==> config.mk <==
export PLATFORM = sky130hd
export DESIGN_NAME = ov7670_capture_flat
export DESIGN_NICKNAME = d
export VERILOG_FILES = /design/src/rtl/ov7670_pkg.sv /design/src/rtl/ov7670_capture_if.sv /design/src/rtl/ov7670_capture.sv /design/src/flat_wrapper.sv
export SDC_FILE = /design/constraint.sdc
export NUM_CORES = 1
export LEC_CHECK = 0
export CAP_MARGIN = 10
export CORE_MARGIN = 8
export CORE_UTILIZATION = 60
export DETAILED_ROUTE_END_ITERATION = 12
export PLACE_DENSITY = 0.85
export SLEW_MARGIN = 0
export SYNTH_ARGS = -nofsm -noshare
export SYNTH_HDL_FRONTEND = slang
export SYNTH_SLANG_ARGS = --single-unit
==> constraint.sdc <==
create_clock -name pclk -period 7.1 [get_ports pclk]
set_clock_uncertainty 0.2 [all_clocks]
set_input_delay 1.42 -clock pclk [delete_from_list [all_inputs] [get_ports pclk]]
set_output_delay 1.42 -clock pclk [all_outputs]
set_load 0.005 [all_outputs]
==> src/rtl/ov7670_pkg.sv <==
// Shared definitions for the OV7670 capture, VGA scan-out and LeNet stages.
// Frame geometry defaults, capture FSM states and small counter helpers.
package ov7670_pkg;

    typedef enum logic [1:0] {
        WAIT_VS,
        WAIT_FRAME,
        ACTIVE,
        HOLD
    } cap_state_t;

    localparam int H_RES_DEF = 640;
    localparam int V_RES_DEF = 480;
    localparam int FB_DEPTH  = H_RES_DEF * V_RES_DEF;
    localparam int FB_ADDR_W = $clog2(FB_DEPTH);
    localparam int CNT_W     = 10;

    // Saturating increment: the counter parks at lim instead of wrapping.
    function automatic logic [CNT_W-1:0] sat_inc(input logic [CNT_W-1:0] v,
                                                 input logic [CNT_W-1:0] lim);
        return (v < lim) ? v + CNT_W'(1) : v;
    endfunction

endpackage

==> src/rtl/ov7670_capture_if.sv <==
// Camera byte stream in, frame-buffer write port and frame status out.
// master = camera/controller side, slave = capture block.
interface ov7670_capture_if #(
    parameter int ADDR_W   = ov7670_pkg::FB_ADDR_W,
    parameter int PIX_BITS = 4
);
    logic                vsync;
    logic                href;
    logic [7:0]          din;
    logic                freeze;
    logic [ADDR_W-1:0]   wr_addr;
    logic [PIX_BITS-1:0] wr_pixel;
    logic                wr_en;
    logic                frame_done;
    logic                frame_full;
    logic                frozen;

    modport master (
        output vsync, href, din, freeze,
        input  wr_addr, wr_pixel, wr_en, frame_done, frame_full, frozen
    );

    modport slave (
        input  vsync, href, din, freeze,
        output wr_addr, wr_pixel, wr_en, frame_done, frame_full, frozen
    );
endinterface

==> src/rtl/ov7670_capture.sv <==
// OV7670 capture: keeps the luma byte of each pixel pair and writes its top bits
// into the frame buffer at line*H_RES+column, with optional freeze on frame end.
module ov7670_capture
    import ov7670_pkg::*;
#(
    parameter int H_RES        = H_RES_DEF,
    parameter int V_RES        = V_RES_DEF,
    parameter int ADDR_W       = FB_ADDR_W,
    parameter int PIX_BITS     = 4,
    parameter bit LUMA_PHASE   = 1'b0,
    parameter bit VSYNC_ACTIVE = 1'b1
) (
    input  logic              pclk,
    input  logic              rst,
    ov7670_capture_if.slave   cam
);

    localparam logic [CNT_W-1:0]  H_MAX     = CNT_W'(H_RES);
    localparam logic [CNT_W-1:0]  V_MAX     = CNT_W'(V_RES);
    localparam logic [ADDR_W-1:0] LINE_STEP = ADDR_W'(H_RES);

    logic                vs_q;
    logic                hr_q;
    logic                hr_qq;
    logic [PIX_BITS-1:0] d_q;

    cap_state_t          state;
    logic [CNT_W-1:0]    hcnt;
    logic [CNT_W-1:0]    vcnt;
    logic [ADDR_W-1:0]   line_base;
    logic                phase;
    logic                line_en;

    logic                vs_act;
    logic                hr_rise;
    logic                hr_fall;
    logic                in_line;
    logic                line_end;
    logic [CNT_W-1:0]    vcnt_nxt;

    assign vs_act   = (vs_q == VSYNC_ACTIVE);
    assign hr_rise  = hr_q & ~hr_qq;
    assign hr_fall  = ~hr_q & hr_qq;
    // A line counts only if href rose inside ACTIVE with vsync idle, so an href
    // that began during the vsync pulse never produces writes or line steps.
    assign in_line  = hr_q & (line_en | hr_rise) & ~vs_act;
    assign line_end = hr_fall & line_en;
    assign vcnt_nxt = line_end ? sat_inc(vcnt, V_MAX) : vcnt;

    always_ff @(posedge pclk or posedge rst) begin
        if (rst) begin
            vs_q           <= 1'b0;
            hr_q           <= 1'b0;
            hr_qq          <= 1'b0;
            d_q            <= '0;
            state          <= WAIT_VS;
            hcnt           <= '0;
            vcnt           <= '0;
            line_base      <= '0;
            phase          <= 1'b0;
            line_en        <= 1'b0;
            cam.wr_en      <= 1'b0;
            cam.wr_addr    <= '0;
            cam.wr_pixel   <= '0;
            cam.frame_done <= 1'b0;
            cam.frame_full <= 1'b0;
            cam.frozen     <= 1'b0;
        end else begin
            vs_q  <= cam.vsync;
            hr_q  <= cam.href;
            hr_qq <= hr_q;
            d_q   <= cam.din[7 -: PIX_BITS];

            cam.wr_en      <= 1'b0;
            cam.frame_done <= 1'b0;

            case (state)
                WAIT_VS: begin
                    if (vs_act)
                        state <= WAIT_FRAME;
                end

                WAIT_FRAME: begin
                    if (!vs_act) begin
                        state     <= ACTIVE;
                        line_base <= '0;
                        hcnt      <= '0;
                        vcnt      <= '0;
                        phase     <= 1'b0;
                        line_en   <= 1'b0;
                    end
                end

                ACTIVE: begin
                    if (in_line) begin
                        phase   <= ~phase;
                        line_en <= 1'b1;
                        if (phase == LUMA_PHASE && hcnt < H_MAX && vcnt < V_MAX) begin
                            cam.wr_en    <= 1'b1;
                            cam.wr_addr  <= line_base + ADDR_W'(hcnt);
                            cam.wr_pixel <= d_q;
                        end
                        if (phase)
                            hcnt <= sat_inc(hcnt, H_MAX);
                    end else if (line_end) begin
                        vcnt    <= vcnt_nxt;
                        hcnt    <= '0;
                        phase   <= 1'b0;
                        line_en <= 1'b0;
                        if (vcnt < V_MAX)
                            line_base <= line_base + LINE_STEP;
                    end

                    // Line accounting above lands in the same cycle, so frame_full
                    // sees a line whose href fell together with the vsync rise.
                    if (vs_act) begin
                        cam.frame_done <= 1'b1;
                        cam.frame_full <= (vcnt_nxt == V_MAX);
                        if (cam.freeze) begin
                            state      <= HOLD;
                            cam.frozen <= 1'b1;
                        end else begin
                            state      <= WAIT_FRAME;
                        end
                    end
                end

                HOLD: begin
                    if (!cam.freeze && vs_act) begin
                        state      <= WAIT_FRAME;
                        cam.frozen <= 1'b0;
                    end
                end

                default: state <= WAIT_VS;
            endcase
        end
    end

endmodule

==> src/flat_wrapper.sv <==
// flat-port wrapper written by rule: the top's interface ports become plain ports
module ov7670_capture_flat import ov7670_pkg::*;
#(
    parameter int H_RES        = H_RES_DEF,
    parameter int V_RES        = V_RES_DEF,
    parameter int ADDR_W       = FB_ADDR_W,
    parameter int PIX_BITS     = 4,
    parameter bit LUMA_PHASE   = 1'b0,
    parameter bit VSYNC_ACTIVE = 1'b1
)
  (pclk, rst, cam_vsync, cam_href, cam_din, cam_freeze, cam_wr_addr, cam_wr_pixel, cam_wr_en, cam_frame_done, cam_frame_full, cam_frozen);
  ov7670_capture_if #(.ADDR_W(ADDR_W), .PIX_BITS(PIX_BITS)) cam_i ();
  input  logic pclk;
  input  logic rst;
  input wire logic [$bits(cam_i.vsync)-1:0] cam_vsync;
  input wire logic [$bits(cam_i.href)-1:0] cam_href;
  input wire logic [$bits(cam_i.din)-1:0] cam_din;
  input wire logic [$bits(cam_i.freeze)-1:0] cam_freeze;
  output wire logic [$bits(cam_i.wr_addr)-1:0] cam_wr_addr;
  output wire logic [$bits(cam_i.wr_pixel)-1:0] cam_wr_pixel;
  output wire logic [$bits(cam_i.wr_en)-1:0] cam_wr_en;
  output wire logic [$bits(cam_i.frame_done)-1:0] cam_frame_done;
  output wire logic [$bits(cam_i.frame_full)-1:0] cam_frame_full;
  output wire logic [$bits(cam_i.frozen)-1:0] cam_frozen;
  assign cam_i.vsync = cam_vsync;
  assign cam_i.href = cam_href;
  assign cam_i.din = cam_din;
  assign cam_i.freeze = cam_freeze;
  assign cam_wr_addr = cam_i.wr_addr;
  assign cam_wr_pixel = cam_i.wr_pixel;
  assign cam_wr_en = cam_i.wr_en;
  assign cam_frame_done = cam_i.frame_done;
  assign cam_frame_full = cam_i.frame_full;
  assign cam_frozen = cam_i.frozen;
  ov7670_capture #(.H_RES(H_RES), .V_RES(V_RES), .ADDR_W(ADDR_W), .PIX_BITS(PIX_BITS), .LUMA_PHASE(LUMA_PHASE), .VSYNC_ACTIVE(VSYNC_ACTIVE)) u_core (.pclk(pclk), .rst(rst), .cam(cam_i));
endmodule
# ---- Word level (Yosys, flattened, before mapping)
# Cells that the tools add are included.
dict set report classes {
  n_eq_ne 15
  bitwise_logic 10
  muxes 37
  n_reduce_logical 15
  addsub 4
  n_lt_le_gt_ge 2
}
# op n
set ops {}
lappend ops {{$mux W10} 9}
lappend ops {{$mux W19} 4}
lappend ops {{$pmux W10 S2} 2}
lappend ops {{$pmux W19 S2} 1}
lappend ops {{$add A10 B1 Y10 const B} 2}
lappend ops {{$add A19 B10 Y19} 1}
lappend ops {{$add A19 B10 Y19 const B} 1}
lappend ops {{$mux W1} 12}
lappend ops {{$reduce_and A4 Y1} 3}
lappend ops {{$eq A10 B9 Y1 const B} 1}
lappend ops {{$lt A10 B10 Y1 const B} 1}
lappend ops {{$lt A10 B9 Y1 const B} 1}
lappend ops {{$mux W2} 5}
lappend ops {{$ne A2 B1 Y1 const B} 5}
lappend ops {{$reduce_and A5 Y1} 2}
lappend ops {{$pmux W2 S4} 1}
lappend ops {{$ne A2 B2 Y1 const B} 3}
lappend ops {{$pmux W1 S2} 3}
lappend ops {{$reduce_and A3 Y1} 2}
lappend ops {{$and A1 B1 Y1} 5}
lappend ops {{$eq A2 B2 Y1 const B} 2}
lappend ops {{$not A1 Y1} 4}
lappend ops {{$reduce_bool A2 Y1} 2}
lappend ops {{$logic_and A1 B1 Y1} 3}
lappend ops {{8 further kinds} 8}
dict set report totals {
  word_cells 99
  output_inout_bits 27
  register_bits 77
  inputBits 13
}

# ---- Depth between registers and ports, before layout
# Gate-level depths: netlist of run 1.
dict set report depth {
  depth_word 7
  ltp_mapped 8
  mapped_depth_nobuf 7
}

# ---- Least setup slack after synthesis of run 1
# Ideal clock, no wire load.
dict set report synth_timing {
  kind {reg-to-reg}
  from {reg u_core.state[0]}
  to {reg u_core.cam.wr_addr[10]}
  required_time_ns 6.775
  setup_time_ns 0.125
  path_slack_ns 4.745
  path_buffers 1
  period_less_slack_ns 2.355
  arrival_ns 2.030
  path_stages_with_launch 8
  cell_sequence {dfrtp_1 > inv_1 > ha_1 > and3b_1 > nand2_2 > nor4_2 > buf_4 > mux2_2}
}
dict set report synth_via {
  elab_chain_len 2
}
# element line_no
set synth_rtl {}
lappend synth_rtl {{from (decl)} ov7670_capture.sv:27} ;# cap_state_t state;
lappend synth_rtl {{from (signal assigned)} ov7670_capture.sv:56} ;# state <= WAIT_VS;
lappend synth_rtl {{from (signal assigned)} ov7670_capture.sv:80} ;# state <= WAIT_FRAME;
lappend synth_rtl {{from (signal assigned)} ov7670_capture.sv:85} ;# state <= ACTIVE;
lappend synth_rtl {{$eq A2 B2 Y1} ov7670_capture.sv:77} ;# case (state)
lappend synth_rtl {{$reduce_and A3 Y1 (no line)} -}
lappend synth_rtl {{to (signal assigned)} ov7670_capture.sv:100} ;# cam.wr_addr <= line_base + ADDR_W'(hcnt);
lappend synth_rtl {{to (decl)} ov7670_capture_if.sv:25} ;# output wr_addr, wr_pixel, wr_en, frame_done, frame_full, frozen
# No other way between the ends.
# A chain may end at the register's enable or synchronous reset.

# ---- Worst setup path in the final report of run 1
dict set report layout_timing {
  from {reg u_core.state[0]}
  to {reg u_core.cam.wr_addr[6]}
}
# Same word-level chain as after synthesis.

==> flow_summary_export.csv, run 1 <==
group,metric,value,unit
cts,post_cts_resized,0,
timing,rsz0062_at_grt,"false",
timing,period_share,41.33,%
placed_design,placed_area,3881,um^2
setup_path,required,7.13,ns
yosys,post-synth-top-count-cell,"dfrtp_1",
yosys,ys_seq_area_share,50.47,%
global_routing,met2_usage,29.26,%
timing,tightest_slew,0.8538,ns
floorplanning,die_w,92.06,um
min_path,hp-class,"register to register",
floorplanning,fp.dieH,92.06,um
yosys,async_flop_share,100.0,%
global_routing,antenna_found_initial,0,
yosys,yosys-top-cells-area,"dfrtp_1 (50%), mux2_2 (4.9%), o21ai_0 (4.5%)",
drt,drt-vias-per-instance,5.919,
yosys,syn_inst,340,
power,ir_drop,0.0002003,V
timing,hold_violations,0,
setup_path,timing.rr.end,"u_core.cam.wr_addr[6]$_DFFE_PP0P_",
floorplanning,ios,40,
floorplanning,initial_core_util,62.65,%
setup_path,critPathMaxFanout,33,
yosys,synth_area_leader_cell,"dfrtp_1",
timing,period_needed,2.934,ns
global_routing,grtUsageMet1,20.87,%
layout,fin_area,4104,um^2
layout,layout-drive-gt1-share,10.21,%
cts,postCtsHoldBufs,0,
timing,setup_violations,0,
yosys,synth_top_cell_area_share,50.47,%
layout,antenna_cells,0,
setup_path,r2r_cells,7,
global_routing,grt_util_all_layers,17.45,%
setup_path,endpoint,"u_core.cam.wr_addr[6]$_DFFE_PP0P_",
job,drv_cap,0,
timing,setup_tns,0,ns
timing,fmax,340.8,MHz
yosys,synth_area,3471,um^2
yosys,synth-edff-count,0,
global_routing,grt_pass1_wl,12190,um
drt,routed_wirelength,6982,um
global_routing,grt_max_degree,71,
yosys,ys_top_cells_by_count,"dfrtp_1 (70), o21ai_0 (31), nand2_1 (27)",
drt,drtIter0Drc,137,
cts,cts_sinks,70,
cts,cts_made_buffers,9,
cts,root_buffer,"clkbuf_8",
floorplanning,coreArea,5540,um^2
timing,slew_violations,0,
status,status,"completed",
yosys,avgSynthCellArea,10.21,um^2
cts,clock_path_buffers,2,
setup_path,crit_start,"u_core.state[0]$_DFFE_PP0P_",
setup_path,critical_path_class,"register to register",
power,leakage,1.807,nW
global_routing,grt_pass1_vias,2687,
layout,fin_nets,401,
yosys,yosys_warnings,0,
placed_design,dp_hpwl,4732,um
timing,max_slew_margin,43.08,%
setup_path,start_kind,"register",
cts,clkLatencyLatePin,0.34,ns
cts,cts_setup_buffers,0,
yosys,synth_flop_cell,"dfrtp_1",
cts,clk_pin_slew,0.07,ns
floorplanning,rows,27,
setup_path,endpoint_kind,"register",
global_routing,grt_overflow,0,
global_routing,busiest_layer,"met2",
layout,syn_to_final_growth,18.24,%
drt,ant_nets,0,
setup_path,r2r_setup_slack,4.17,ns
drt,wire_per_inst,15.38,um
setup_path,crit_arrival,2.96,ns
floorplanning,die-area,8474,um^2
drt,drt_first_pass_iters,4,
placed_design,io_buffers,35,
global_routing,grtUsageMet3,3.749,%
yosys,synth.distinct_cells,47,
drt,vias,2687,
yosys,syn-num-nets,364,
drt,drc,0,
power,power_density,277.7,nW/um^2
cts,htree_num_levels,3,
placed_design,gp_congestion,0.8411,
power,total_power,1.140,mW
yosys,ys_ff_latch,70,
setup_path,regToRegStartpoint,"u_core.state[0]$_DFFE_PP0P_",
cts,cts_tree,"yes",
placed cells by master (no fill, tap or decap), types with 10 or more instances in the layout:
cell             Yosys  final
nand2_1             27     27
mux2_2              15     15
clkbuf_8             0     10
xnor2_1             13     13
nor2_1              24     24
ha_1                11     11
a21oi_1             23     23
nand3_1             10     10
clkdlybuf4s50_1      0     35
o21ai_0             31     31
dfrtp_1             70     70
report_power, final:
part           internal [mW]  total, mW  leakage (nW)  switching (mW)
sequential             0.447      0.477         0.935          0.0302
clock                  0.208      0.359         0.110           0.150
combinational          0.134      0.304         0.762           0.170
flip-flops by register name, summed over array words and instances (netlist names), 2 cells and up:
name                 flops
u_core.d_q               4
u_core.cam.wr_addr      19
u_core.vcnt             10
u_core.line_base        12
u_core.cam.wr_pixel      4
u_core.hcnt             10
u_core.state             2
worst min path at each step:
| stage | from | endpoint | slack (ns) | depth (start not counted) |
|---|---|---|---|---|
| 2_1_floorplan | u_core.hr_q$_DFF_PP0_ | u_core.hr_qq$_DFF_PP0_ | 0.20 | 0 |
| 3_3_place_gp | u_core.hr_q$_DFF_PP0_ | u_core.hr_qq$_DFF_PP0_ | 0.23 | 0 |
| 3_5_place_dp | u_core.hr_q$_DFF_PP0_ | u_core.hr_qq$_DFF_PP0_ | 0.25 | 0 |
| 4_1_cts | u_core.hr_q$_DFF_PP0_ | u_core.hr_qq$_DFF_PP0_ | 0.27 | 0 |
| 5_1_grt | u_core.hr_q$_DFF_PP0_ | u_core.hr_qq$_DFF_PP0_ | 0.28 | 0 |
| 6_report | u_core.hr_q$_DFF_PP0_ | u_core.hr_qq$_DFF_PP0_ | 0.27 | 0 |
metal layers:
layer / part of all wire (%) / wire length [um]
met1: 44 / 3091
met2: 51 / 3528
met3: 3.8 / 267
met4: 1.4 / 95
met5: 0 / 0
critical path, cell delays in order, from the launching register on:
cell and delay, ns:
dfrtp_1 0.42, inv_1 0.09, ha_1 0.57, and3b_1 0.35, nand2_2 0.15, nor4_4 0.27
buf_4 0.38, mux2_2 0.38
per-stage QoR:
stage	std cells	hold WS, ns	setup slack [ns]	utilization [%]
global placement	438	0.2327	4.234	70.05
global route	454	0.2819	3.898	74.07
floorplan	340	0.2044	3.712	-
detailed placement	438	0.2506	4.180	70.05
CTS	454	0.2707	4.148	74.07
finish	454	0.2673	4.166	74.07
final cells by class:
cell class | instances | area (um^2)
sequential | 70 | 1752
multi-input combinational | 249 | 1637
clock buffer | 11 | 141.4
clock inverter | 5 | 81.33
tap | 72 | 90.09
timing repair buffer | 37 | 365.4
inverter | 10 | 37.54
fill | 410 | 1436
kinds of logic after synthesis:
logic type,synth area share (%)
and+or+nand+nor,17.59
AOI/OAI and AO/OA,15.93
DFF,50.47
buffers and inverters,2.632
xor gates and xnor gates,4.542
muxes,4.867
adders and majority gates,3.965
No activity file was read; power rests on OpenSTA's default activity.
==> run 2, diff against run 1 <==
CORE_UTILIZATION = 56   (was 60)
PLACE_DENSITY = 0.8   (was 0.85)
clock period = 2.9 ns   (was 7.1 ns; I/O delays follow)
==> run 2 against run 1 <==
Effect of this change:
- critical path depth unchanged
- sequential power rose by 150%
- worst setup slack lost 3.6 ns
- clock-buffer cell count did not move
- die area increased by 5.9%
- combinational power up 150%
- largest power group unchanged
- wire length is 3.5% higher
==> flow_summary_export.csv, run 2 (synthesized netlist as in run 1, its figures left out) <==
group,metric,value,unit
layout,finalNonFillerCells,461,
drt,drt_first_pass_iters,4,
floorplanning,rows,28,
timing,max_slew_margin,56.70,%
layout,layout_common_cells,"dfrtp_1 (70), clkdlybuf4s50_1 (35), o21ai_0 (31), nand2_1 (27), nor2_1 (24)",
setup_path,slowest_stage,"dfrtp_1",
status,status,"completed",
setup_path,crit_arrival,2.41,ns
drt,highest_layer,"met4",
floorplanning,fp.dieH,94.73,um
setup_path,critical_path_class,"register to register",
layout,fin_nets,405,
setup_path,required,2.93,ns
job,drv_cap,0,
drt,wire_per_inst,15.68,um
drt,drt-vias-per-instance,5.874,
timing,rsz0062_at_grt,"false",
global_routing,antenna_found_initial,0,
power,leakage,1.856,nW
timing,period_needed,2.376,ns
layout,largest_reg_flops,19,
cts,root_buffer,"clkbuf_8",
timing,hold_ws,0.2406,ns
cts,cts_tree,"yes",
layout,fin_util,70.48,%
floorplanning,coreArea,5956,um^2
cts,clk_pin_slew,0.07,ns
timing,slew_violations,0,
placed_design,dp_hpwl,4851,um
drt,wl_met1,3143,um
floorplanning,initial_core_util,58.28,%
setup_path,cp_cell_sequence,"inv_1 -> ha_1 -> and3b_1 -> nand2_2 -> nor4_4 -> buf_4 -> mux2_2",
timing,setup_tns,0,ns
drt,vias,2708,
timing,layout_setup_ws,0.5241,ns
global_routing,grt_pass1_vias,2793,
timing,setup_violations,0,
layout,top_register,"u_core.cam.wr_addr",
cts,clkLatencyLatePin,0.34,ns
floorplanning,die_w,94.73,um
cts,htree_num_levels,3,
layout,fin_area,4198,um^2
drt,routed_wirelength,7228,um
layout,syn_to_final_growth,20.94,%
floorplanning,die-area,8973,um^2
drt,drc,0,
setup_path,cpPeakStageDelay,0.43,ns
placed_design,io_buffers,35,
timing,tightest_slew,0.6467,ns
power,total_power,2.981,mW
drt,dr_wl_met2,3557,um
power,ir_drop,0.0004799,V
global_routing,grt_overflow,0,
cts,clock_path_buffers,2,
global_routing,grt_max_degree,71,
cts,cts_setup_buffers,0,
global_routing,grt_util_all_layers,17.89,%
timing,fmax,420.9,MHz
cts,post_cts_resized,0,
drt,ant_nets,0,
cts,cts_made_buffers,9,
setup_path,endpoint_kind,"register",
floorplanning,ios,40,
timing,hold_violations,0,
layout,antenna_cells,0,
global_routing,grt_pass1_wl,12760,um
placed_design,gp_congestion,0.8659,
timing,period_share,81.93,%
power,power_density,710.2,nW/um^2
placed_design,placed_area,3928,um^2
cts,postCtsHoldBufs,0,
drt,drtIter0Drc,147,
setup_path,start_kind,"register",
placed_design,placed_cells,445,
setup_path,critPathMaxFanout,23,
cts,cts_sinks,70,
drt,met3_length,399,um
layout,layout_commonest_cell,"dfrtp_1",
min_path,hp-class,"register to register",
placed_design,place_ws,0.5450,ns
layout,layout-drive-gt1-share,11.14,%
layout,reg_top3,"u_core.cam.wr_addr x19, u_core.line_base x12",
==> run 2: cell count changes in the layout (fill, tap and decap cells not counted), sizes merged <==
cell      before  now
buf            2    6
bufinv         2    4
clkinv         1    0
clkinvlp       1    0
==> run 2: power breakdown <==
part | switching (mW) | total (mW) | leakage [nW] | internal, mW
combinational | 0.418 | 0.753 | 0.787 | 0.335
sequential | 0.0761 | 1.17 | 0.935 | 1.09
clock | 0.372 | 1.06 | 0.134 | 0.686
==> run 2: final timing paths <==
| kind | slack [ns] | startpoint | cells after the start | end |
|---|---|---|---|---|
| worst min register to register | 0.24 | u_core.hr_q$_DFF_PP0_ | 0 | u_core.hr_qq$_DFF_PP0_ |
| worst max-delay path | 0.52 | u_core.state[0]$_DFFE_PP0P_ | 7 | u_core.cam.wr_addr[9]$_DFFE_PP0P_ |
| min in group asynchronous | 0.44 | rst | 3 | u_core.cam.wr_addr[11]$_DFFE_PP0P_ |
| max in group asynchronous | 1.76 | rst | 3 | u_core.vcnt[4]$_DFFE_PP0P_ |
| worst min-delay path | 0.24 | u_core.hr_q$_DFF_PP0_ | 0 | u_core.hr_qq$_DFF_PP0_ |
| worst max register to register | 0.52 | u_core.state[0]$_DFFE_PP0P_ | 7 | u_core.cam.wr_addr[9]$_DFFE_PP0P_ |
==> run 2: per-layer routing <==
metal  track usage, %  vias up
met5                0        -
met4            9.233        0
met3            4.603       14
met2            28.79       69
met1            21.72     1310
li1                 -     1315
==> run 2: final cells by class <==
| type | instances | area (um^2) |
|---|---|---|
| timing repair buffer | 41 | 407.9 |
| clock inverter | 5 | 128.9 |
| clock buffer | 11 | 141.4 |
| inverter | 10 | 37.54 |
| tap | 75 | 93.84 |
| fill | 454 | 1758 |
| multi-input combinational | 249 | 1637 |
| sequential | 70 | 1752 |
==> run 2: critical path, delay by kind of cell, from the launching register on <==
| family | cells | cell delay (ns) |
|---|---|---|
| muxes | 1 | 0.36 |
| DFF | 1 | 0.43 |
| buffers and inverters | 2 | 0.40 |
| and+or+nand+nor | 3 | 0.71 |
| adders and majority gates | 1 | 0.16 |
